==> src/rtl/cp0_pkg.sv <==
// cp0_pkg: register numbers, exception codes and field positions for the CP0 interrupt responder.
package cp0_pkg;
  localparam logic [4:0] REG_SR = 5'd12;
  localparam logic [4:0] REG_CAUSE = 5'd13;
  localparam logic [4:0] REG_EPC = 5'd14;
  localparam logic [4:0] REG_PRID = 5'd15;
  typedef enum logic [4:0] {
    EXC_INT  = 5'd0,
    EXC_ADEL = 5'd4,
    EXC_ADES = 5'd5,
    EXC_RI   = 5'd10,
    EXC_OV   = 5'd12
  } exc_code_t;
  localparam int IM_HI = 15;
  localparam int IM_LO = 10;
  localparam int EXL_BIT = 1;
  localparam int IE_BIT = 0;
  localparam int IP_HI = 15;
  localparam int IP_LO = 10;
  localparam int BD_BIT = 31;
  localparam int EXC_HI = 6;
  localparam int EXC_LO = 2;
  localparam logic [31:0] HANDLER_ADDR = 32'h0000_4180;
endpackage

==> src/rtl/cp0_req_arb.sv <==
// cp0_req_arb: interrupt/exception request decision; an enabled interrupt outranks a same-cycle exception.
module cp0_req_arb
  import cp0_pkg::*;
(
  input  logic [5:0] i_hw_int,
  input  logic [5:0] i_im,
  input  logic       i_ie,
  input  logic       i_exl,
  input  logic [4:0] i_exc_code_in,
  output logic       o_int_req,
  output logic       o_exc_req,
  output logic [4:0] o_exc_code
);
  assign o_int_req = |(i_hw_int & i_im) & i_ie & ~i_exl;
  assign o_exc_req = (i_exc_code_in != 5'd0) & ~i_exl;
  assign o_exc_code = o_int_req ? EXC_INT : i_exc_code_in;
endmodule

==> src/rtl/cp0_intc.sv <==
// cp0_intc: CP0 SR/Cause/EPC/PrID with interrupt/exception entry and eret.
// Optional CP0_BD_EN: record branch-delay state and restart delay-slot faults at the branch.
module cp0_intc
  import cp0_pkg::*;
#(
  parameter logic [31:0] PRID = 32'h0000_5000
) (
  input  logic        CLK,
  input  logic        RST,
  input  logic [4:0]  A1,
  input  logic [4:0]  A2,
  input  logic [31:0] DIn,
  input  logic        WE,
  input  logic [31:0] PC,
  input  logic        BDIn,
  input  logic [4:0]  ExcCodeIn,
  input  logic        EXLClr,
  input  logic [5:0]  HWInt,
  output logic        Req,
  output logic [31:0] EPC,
  output logic [31:0] DOut
);
  logic [5:0]  r_im;
  logic        r_exl;
  logic        r_ie;
  logic        r_bd;
  logic [5:0]  r_ip;
  logic [4:0]  r_exc_code;
  logic [31:0] r_epc;
  logic        w_int_req;
  logic        w_exc_req;
  logic [4:0]  w_exc_code;
  logic        w_bd;
  logic [31:0] w_epc_src;
  logic [31:0] w_sr;
  logic [31:0] w_cause;
  logic        w_unused;

  cp0_req_arb u_arb (
    .i_hw_int      (HWInt),
    .i_im          (r_im),
    .i_ie          (r_ie),
    .i_exl         (r_exl),
    .i_exc_code_in (ExcCodeIn),
    .o_int_req     (w_int_req),
    .o_exc_req     (w_exc_req),
    .o_exc_code    (w_exc_code)
  );

`ifdef CP0_BD_EN
  assign w_bd = BDIn;
  assign w_epc_src = BDIn ? PC - 32'd4 : PC;
  assign w_unused = ^w_epc_src[1:0];
`else
  assign w_bd = 1'b0;
  assign w_epc_src = PC;
  assign w_unused = ^{w_epc_src[1:0], BDIn};
`endif

  assign Req = w_int_req | w_exc_req;
  assign EPC = r_epc;
  assign w_sr = {16'b0, r_im, 8'b0, r_exl, r_ie};
  assign w_cause = {r_bd, 15'b0, r_ip, 3'b0, r_exc_code, 2'b0};

  always_comb
    DOut = A1 == REG_SR    ? w_sr :
           A1 == REG_CAUSE ? w_cause :
           A1 == REG_EPC   ? r_epc :
           A1 == REG_PRID  ? PRID : 32'd0;

  // Entry outranks mtc0/eret: the instruction in M is flushed and must not commit.
  always_ff @(posedge CLK) begin
    if (RST) begin
      r_im <= '0;
      r_exl <= 1'b0;
      r_ie <= 1'b0;
      r_bd <= 1'b0;
      r_ip <= '0;
      r_exc_code <= '0;
      r_epc <= '0;
    end else begin
      r_ip <= HWInt;
      if (Req) begin
        r_exl <= 1'b1;
        r_exc_code <= w_exc_code;
        r_epc <= {w_epc_src[31:2], 2'b00};
        r_bd <= w_bd;
      end else begin
        if (WE && A2 == REG_SR) begin
          r_im <= DIn[IM_HI:IM_LO];
          r_ie <= DIn[IE_BIT];
          r_exl <= DIn[EXL_BIT] & ~EXLClr;
        end else if (EXLClr) begin
          r_exl <= 1'b0;
        end
        if (WE && A2 == REG_EPC) r_epc <= {DIn[31:2], 2'b00};
      end
    end
  end
endmodule

==> config.mk <==
export PLATFORM = sky130hd
export DESIGN_NAME = cp0_intc
export DESIGN_NICKNAME = d
export VERILOG_FILES = /design/src/rtl/cp0_pkg.sv /design/src/rtl/cp0_req_arb.sv /design/src/rtl/cp0_intc.sv
export SDC_FILE = /design/constraint.sdc
export NUM_CORES = 1
export LEC_CHECK = 0
export ABC_AREA = 1
export CAP_MARGIN = 10
export CELL_PAD_IN_SITES_DETAIL_PLACEMENT = 0
export CELL_PAD_IN_SITES_GLOBAL_PLACEMENT = 2
export CORE_MARGIN = 3
export CORE_UTILIZATION = 19
export DETAILED_ROUTE_END_ITERATION = 12
export PLACE_DENSITY_LB_ADDON = 0.1
export SKIP_CTS_REPAIR_TIMING = 1
export SYNTH_ARGS = -nofsm -noshare
export SYNTH_HDL_FRONTEND = slang
export SYNTH_HIERARCHICAL = 1
export SYNTH_SLANG_ARGS = --single-unit
export TNS_END_PERCENT = 100
==> constraint.sdc <==
create_clock -name CLK -period 2.05 [get_ports CLK]
set_input_delay 0.615 -clock CLK [delete_from_list [all_inputs] [get_ports CLK]]
set_output_delay 0.615 -clock CLK [all_outputs]
set_load 0.02 [all_outputs]
==> impl_results.md, run 1 <==
- Detail Route Antenna Nets: 0
- Switch share: 30.7%
- Setup Skew: 0.00664 ns
- Setup WS pre-CTS: -1.09 ns
- Final hold vios: 0
- DR top layer: met5
- Distinct cells, synth: 25
- DRC viols: 0
- Routability cong.: 0.757
- Core Util, Final: 36.8%
- RSZ-0062 raised after global routing: true
- Sequential area share after synthesis: 33.4%
- Boundary Pins: 155
- Setup-failing EPs final: 32
- Synth top area cells: dfxtp_1 33%, nand2_1 21%, nor2_1 13%
- Most common library cells after synthesis: 167 x nand2_1, 103 x nor2_1, 49 x dfxtp_1, 49 x inv_1, 21 x nand3_2
- Reg clk slew, reported paths: 0.07 ns
- Hold endpoint: r_exc_code[4]
- Met2 wire length: 5600 um
- DIE HEIGHT: 130 um
- Clk pwr share: 33.0%
- Reg2reg setup slack: 0.19 ns
- Top-area cell type share of the netlist area: 33.4%
- CTS tree: built
- Final period util: 110%
- Initial Utilization: 19.8%
- Htree depth: 2
- Initial antenna violation count: 1
- DR WL met3: 883 um
- Syn Inst Count: 479
- Synth Warn #: 6
- Hold crit path type: reg -> reg
- Crit Path Class: in -> out
- Total CTS buffers: 5
- Final hold slack: 0.495 ns
- Total negative slack: -3.84 ns
- Avg Inst Size Synth: 6.13 um2
- Number of inserted diodes: 0
- Area of the mapped netlist: 2930 um2
- Clock root buffer: clkbuf_16
- Pwr dens: 555 nW/um2
- Routed wire length per instance: 14.3 um
- Most common cell in the netlist: nand2_1
- Total track usage: 13.7%
- Crit Path Max Fanout: 5
- # Max-Cap Violations: 0
- Die area: 17000 um2
- DP HPWL: 8320 um
- Ys flop type: dfxtp_1
- CP arrival: 1.63 ns
- R2r worst-path depth: 13
- Post-layout minimum cycle time: 2.25 ns
- Core Region: 14800 um2
- M1 WL: 5370 um
- Pins Over Slew Limit: 0
- Clock sink count: 49
- Worst setup SP type: input pin
- Layout Nets: 743
- Largest net degree at the start of global routing: 38
- Vias in the first global route: 3425
- Max clock buf depth: 2
- Fraction of layout cells with a size suffix above 1: 28.3%
- GR Overflow Total: 0
- Layout Area Growth over Synthesis: 85.9%
- Hold path cells: 2
- Hold path startpoint: r_exc_code[4]
- Reg2reg start: r_im[3]
- First-pass DRT Iterations: 5
- Via count: 3469
- Drt total wl: 12000 um
- Rows: 44
- Failing checks: setup timing
- P_sw: 0.000927 W
- Worst skew pair latency: 0.30 ns
- Combinational group share of total power: 31.3%
- Req. time, crit path: 1.43 ns
- DR iter-0 viols: 96
- First-pass GRT wire length: 17900 um
- Worst flop-to-flop path endpoint: EPC[24]
- Synth Register Bits: 49
- Run status: complete, but fails checks
- Post-synth EDFFs: 0
- Sequential Power Share: 35.8%
- Post-synth top area cell: dfxtp_1
- Post-synth ARST share: 0%
- Die X: 130 um
- Leakage power: 2.59 nW
- P_int: 0.00210 W
- Worst setup EP type: output port
- Routed vias/inst: 4.14
- Max Clock Freq: 445 MHz
- Worst vdd ir: 0.281 mV
- Worst setup margin: -0.197 ns
- Port-buffer cells: 149
[per-layer routing]
layer / up-vias / track usage [%]
li1: 1798 / -
met1: 1570 / 17.4
met2: 91 / 22.4
met3: 8 / 4.79
met4: 2 / 3.12
met5: - / 0
[area by class of cell]
type | count | area, um2
fillers | 1595 | 9360
repair buffers | 193 | 1980
multi-input cells | 353 | 1900
flip-flops and latches | 49 | 981
well taps | 184 | 230
inverters | 51 | 198
clock buffers | 7 | 143
clock inverters | 1 | 30.0
[logic make-up (layout without fill, tap and decap cells)]
| group | count (synthesis) | after routing | share of synthesized area (%) |
|---|---|---|---|
| buf+inv | 78 | 252 | 12.6 |
| simple gates | 325 | 325 | 49.2 |
| compound gates | 26 | 26 | 4.65 |
| other cells | 1 | 2 | 0.128 |
| flops | 49 | 49 | 33.4 |
[flip-flops by register name, indices dropped and copies added, names as in the netlist]
signal / count
EPC: 30
r_exc_code: 5
r_exl: 1
r_ie: 1
r_im: 6
r_ip: 6
[worst max-delay path, stage by stage]
cell and delay, ns:
buf_6 0.10, inv_4 0.05, nand3_4 0.08, nor2_4 0.14, nand2_4 0.11, buf_12 0.16
clkinvlp_4 0.12, nand2_2 0.07, nand3_2 0.07, buf_6 0.11
[power groups by stage]
stage / Clock, W / Combinational, W / Sequential, W
2_1_floorplan: 0 / 0.000383 / 0.00117
3_5_place_dp: 0 / 0.000908 / 0.00110
3_3_place_gp: 0 / 0.000908 / 0.00110
5_1_grt: 0.00108 / 0.00104 / 0.00109
4_1_cts: 0.00104 / 0.000913 / 0.00108
6_report: 0.000997 / 0.000946 / 0.00108
[cell usage in the layout (no fill, tap or decap), types with 9 or more instances in the layout]
| master | synthesis | routed |
|---|---|---|
| nor2_1 | 103 | 82 |
| nand2_4 | 1 | 9 |
| dfxtp_1 | 49 | 49 |
| nand3_2 | 21 | 27 |
| a21oi_1 | 12 | 12 |
| nand2_2 | 1 | 9 |
| inv_2 | 1 | 10 |
| buf_4 | 8 | 35 |
| buf_6 | 4 | 39 |
| inv_1 | 49 | 38 |
| clkdlybuf4s50_1 | 0 | 100 |
| nor2_4 | 2 | 19 |
| nand2_1 | 167 | 151 |
[stage by stage]
| stage | total power, W | cell area (um2) | std cells |
|---|---|---|---|
| 6_report | 0.00302 | 5450 | 838 |
| 5_1_grt | 0.00321 | 5450 | 838 |
| 4_1_cts | 0.00303 | 5030 | 829 |
| 2_1_floorplan | 0.00155 | 2970 | 480 |
| 3_5_place_dp | 0.00201 | 4860 | 821 |
| 3_3_place_gp | 0.00201 | 4860 | 821 |
[worst max path at each step]
stage	from	endpoint	slack (ns)	depth (start not counted)
floorplan	A1[4]	DOut[2]	-0.05	5
global placement	A1[3]	DOut[10]	-1.05	9
detailed placement	A1[3]	DOut[11]	-1.09	9
CTS	A1[3]	DOut[10]	-1.12	9
global route	A1[4]	DOut[10]	-0.26	10
finish	A1[4]	DOut[15]	-0.20	10
Note: power is estimated with default switching activity, not from simulation.
==> run 2: changes to the inputs <==
CORE_ASPECT_RATIO = 0.9   (was default)
==> impl_results.md, run 2 (synthesis gave the netlist of run 1 again) <==
- DIE HEIGHT: 124 um (-4.9%)
- Final period util: 108% (-1.6 points)
- Number of inserted diodes: 0 (unchanged)
- Register Area: 982 um2 (+0.13%)
- Drt total wl: 12100 um (+0.95%)
- Multi-input gate area: 1890 um2 (-0.46%)
- Worst setup margin: -0.165 ns (+0.0321 ns)
- Total track usage: 13.6% (-0.11 points)
- Largest net degree at the start of global routing: 38 (unchanged)
- Most frequent cells in the layout: 149 x nand2_1, 100 x clkdlybuf4s50_1, 83 x nor2_1, 48 x dfxtp_1, 38 x inv_1
- CP arrival: 1.60 ns (-0.03 ns)
- Placed Area: 4800 um2 (-1.3%)
- Htree depth: 2 (unchanged)
- DR iter-0 viols: 125 (+30%)
- Setup Skew: 0.00643 ns (-0.000213 ns)
- Port-buffer cells: 149 (unchanged)
- Clock sink count: 49 (unchanged)
- Routed vias/inst: 4.05 (-2.2%)
- Boundary Pins: 155 (unchanged)
- Setup-failing EPs final: 33 (+3.1%)
- RSZ-0062 raised after global routing: true
- Die area: 17000 um2 (about the same)
- Hold path startpoint: r_im[5]
- Reg clk slew, reported paths: 0.06 ns (about the same)
- Final hold slack: 0.490 ns (-0.00495 ns)
- Crit Path Class: in -> out
- Reg2reg start: r_im[1]
- Vias in the first global route: 3357 (-2.0%)
- # Max-Cap Violations: 0 (unchanged)
- Max clock buf depth: 2 (unchanged)
- Final hold vios: 0 (unchanged)
- Die X: 137 um (+5.2%)
- Worst vdd ir: 0.293 mV (+4.0%)
- Routed wire length per instance: 14.2 um (-0.59%)
- Most common cell after layout, fill and taps aside: nand2_1
- Layout Nets: 742 (-0.13%)
- Total CTS buffers: 5 (unchanged)
- Layout Area Growth over Synthesis: 85.4%
- First-pass GRT wire length: 17800 um (-0.77%)
- DRC viols: 0 (unchanged)
- Worst setup EP type: output port
- Total negative slack: -4.03 ns (-0.187 ns)
- Run status: complete, but fails checks
- Via count: 3447 (-0.63%)
- Pwr dens: 538 nW/um2 (-3.1%)
- Detail Route Antenna Nets: 0 (unchanged)
- Post-layout minimum cycle time: 2.21 ns (-0.0321 ns)
- Pins Over Slew Limit: 0 (unchanged)
- Start point of the critical path: A1[4]
- Worst skew pair latency: 0.29 ns (about the same)
- Crit Path Max Fanout: 8 (+3)
- Initial Utilization: 19.7% (-0.15 points)
- Setup WS pre-CTS: -1.14 ns (-0.0413 ns)
- GR Overflow Total: 0 (unchanged)
- Core Region: 14900 um2 (+0.78%)
- DP HPWL: 8610 um (+3.5%)
- Layout fillers: 1631 (+2.3%)
- Worst setup SP type: input pin
- Design area: 5440 um2 (-0.28%)
- CTS tree: built
- Clock root buffer: clkbuf_16
- Max FFs per register: 30 (unchanged)
- Failing checks: setup timing
- Initial antenna violation count: 0 (-1)
- Leakage power: 2.61 nW (+0.64%)
- Hold crit path type: reg -> reg
- Rows: 42 (-4.5%)
- Routability cong.: 0.780 (+3.1%)
- Max Clock Freq: 452 MHz (+1.4%)
- Fraction of layout cells with a size suffix above 1: 28.3% (+0.043 points)
- Req. time, crit path: 1.43 ns (about the same)
- First-pass DRT Iterations: 4 (-1)
run 2: cell count changes in the layout (fill, tap and decap cells not counted), sizes merged:
cell / previous run / this run
buf: 81 / 78
dlymetal6s2s: 5 / 7
bufinv: 1 / 0
clkinv: 1 / 2
clkinvlp: 1 / 0
inv: 49 / 50
run 2: layout make-up:
class                           count  share of cell area [%]
Timing Repair Buffer              192                    36.1
Multi-Input combinational cell    353                    34.7
Sequential cell                    49                    18.1
Tap cell                          198                    4.55
Inverter                           51                    3.66
Clock buffer                        7                    2.81
Clock inverter                      1                  0.0920
run 2: per-stage QoR:
step           total power, W  instances  utilization [%]
2_1_floorplan         0.00155        480                -
3_3_place_gp          0.00201        828             32.2
3_5_place_dp          0.00201        828             32.2
4_1_cts               0.00294        836             33.2
5_1_grt               0.00314        851             36.4
6_report              0.00292        851             36.4
run 2: metal layers:
layer / vias up / part of all wire [%] / GRT usage [%]
li1: 1796 / - / -
met3: 12 / 5.7 / 3.68
met2: 82 / 47 / 21.6
met4: 0 / 1.6 / 4.30
met5: - / 0 / 0
met1: 1557 / 46 / 17.9
run 2: worst paths after layout:
path         slack (ns)       to  cells past startpoint
min                0.49  r_im[5]                      2
min reg2reg        0.49  r_im[5]                      2
max               -0.16  DOut[5]                      8
max reg2reg        0.19  EPC[19]                     14
run 2: where the power goes:
| part | internal [W] | total [W] | switching, W |
|---|---|---|---|
| clock network | 0.000518 | 0.000893 | 0.000375 |
| registers | 0.00103 | 0.00108 | 0.0000473 |
| logic | 0.000461 | 0.000949 | 0.000489 |
| total | 0.00201 | 0.00292 | 0.000912 |
run 2: critical path, stage by stage:
cell and delay, ns:
buf_6 0.10, inv_4 0.05, nand3_4 0.09, nor2_4 0.19, nand2_8 0.12, buf_4 0.17, o21ai_4 0.13, buf_6 0.13
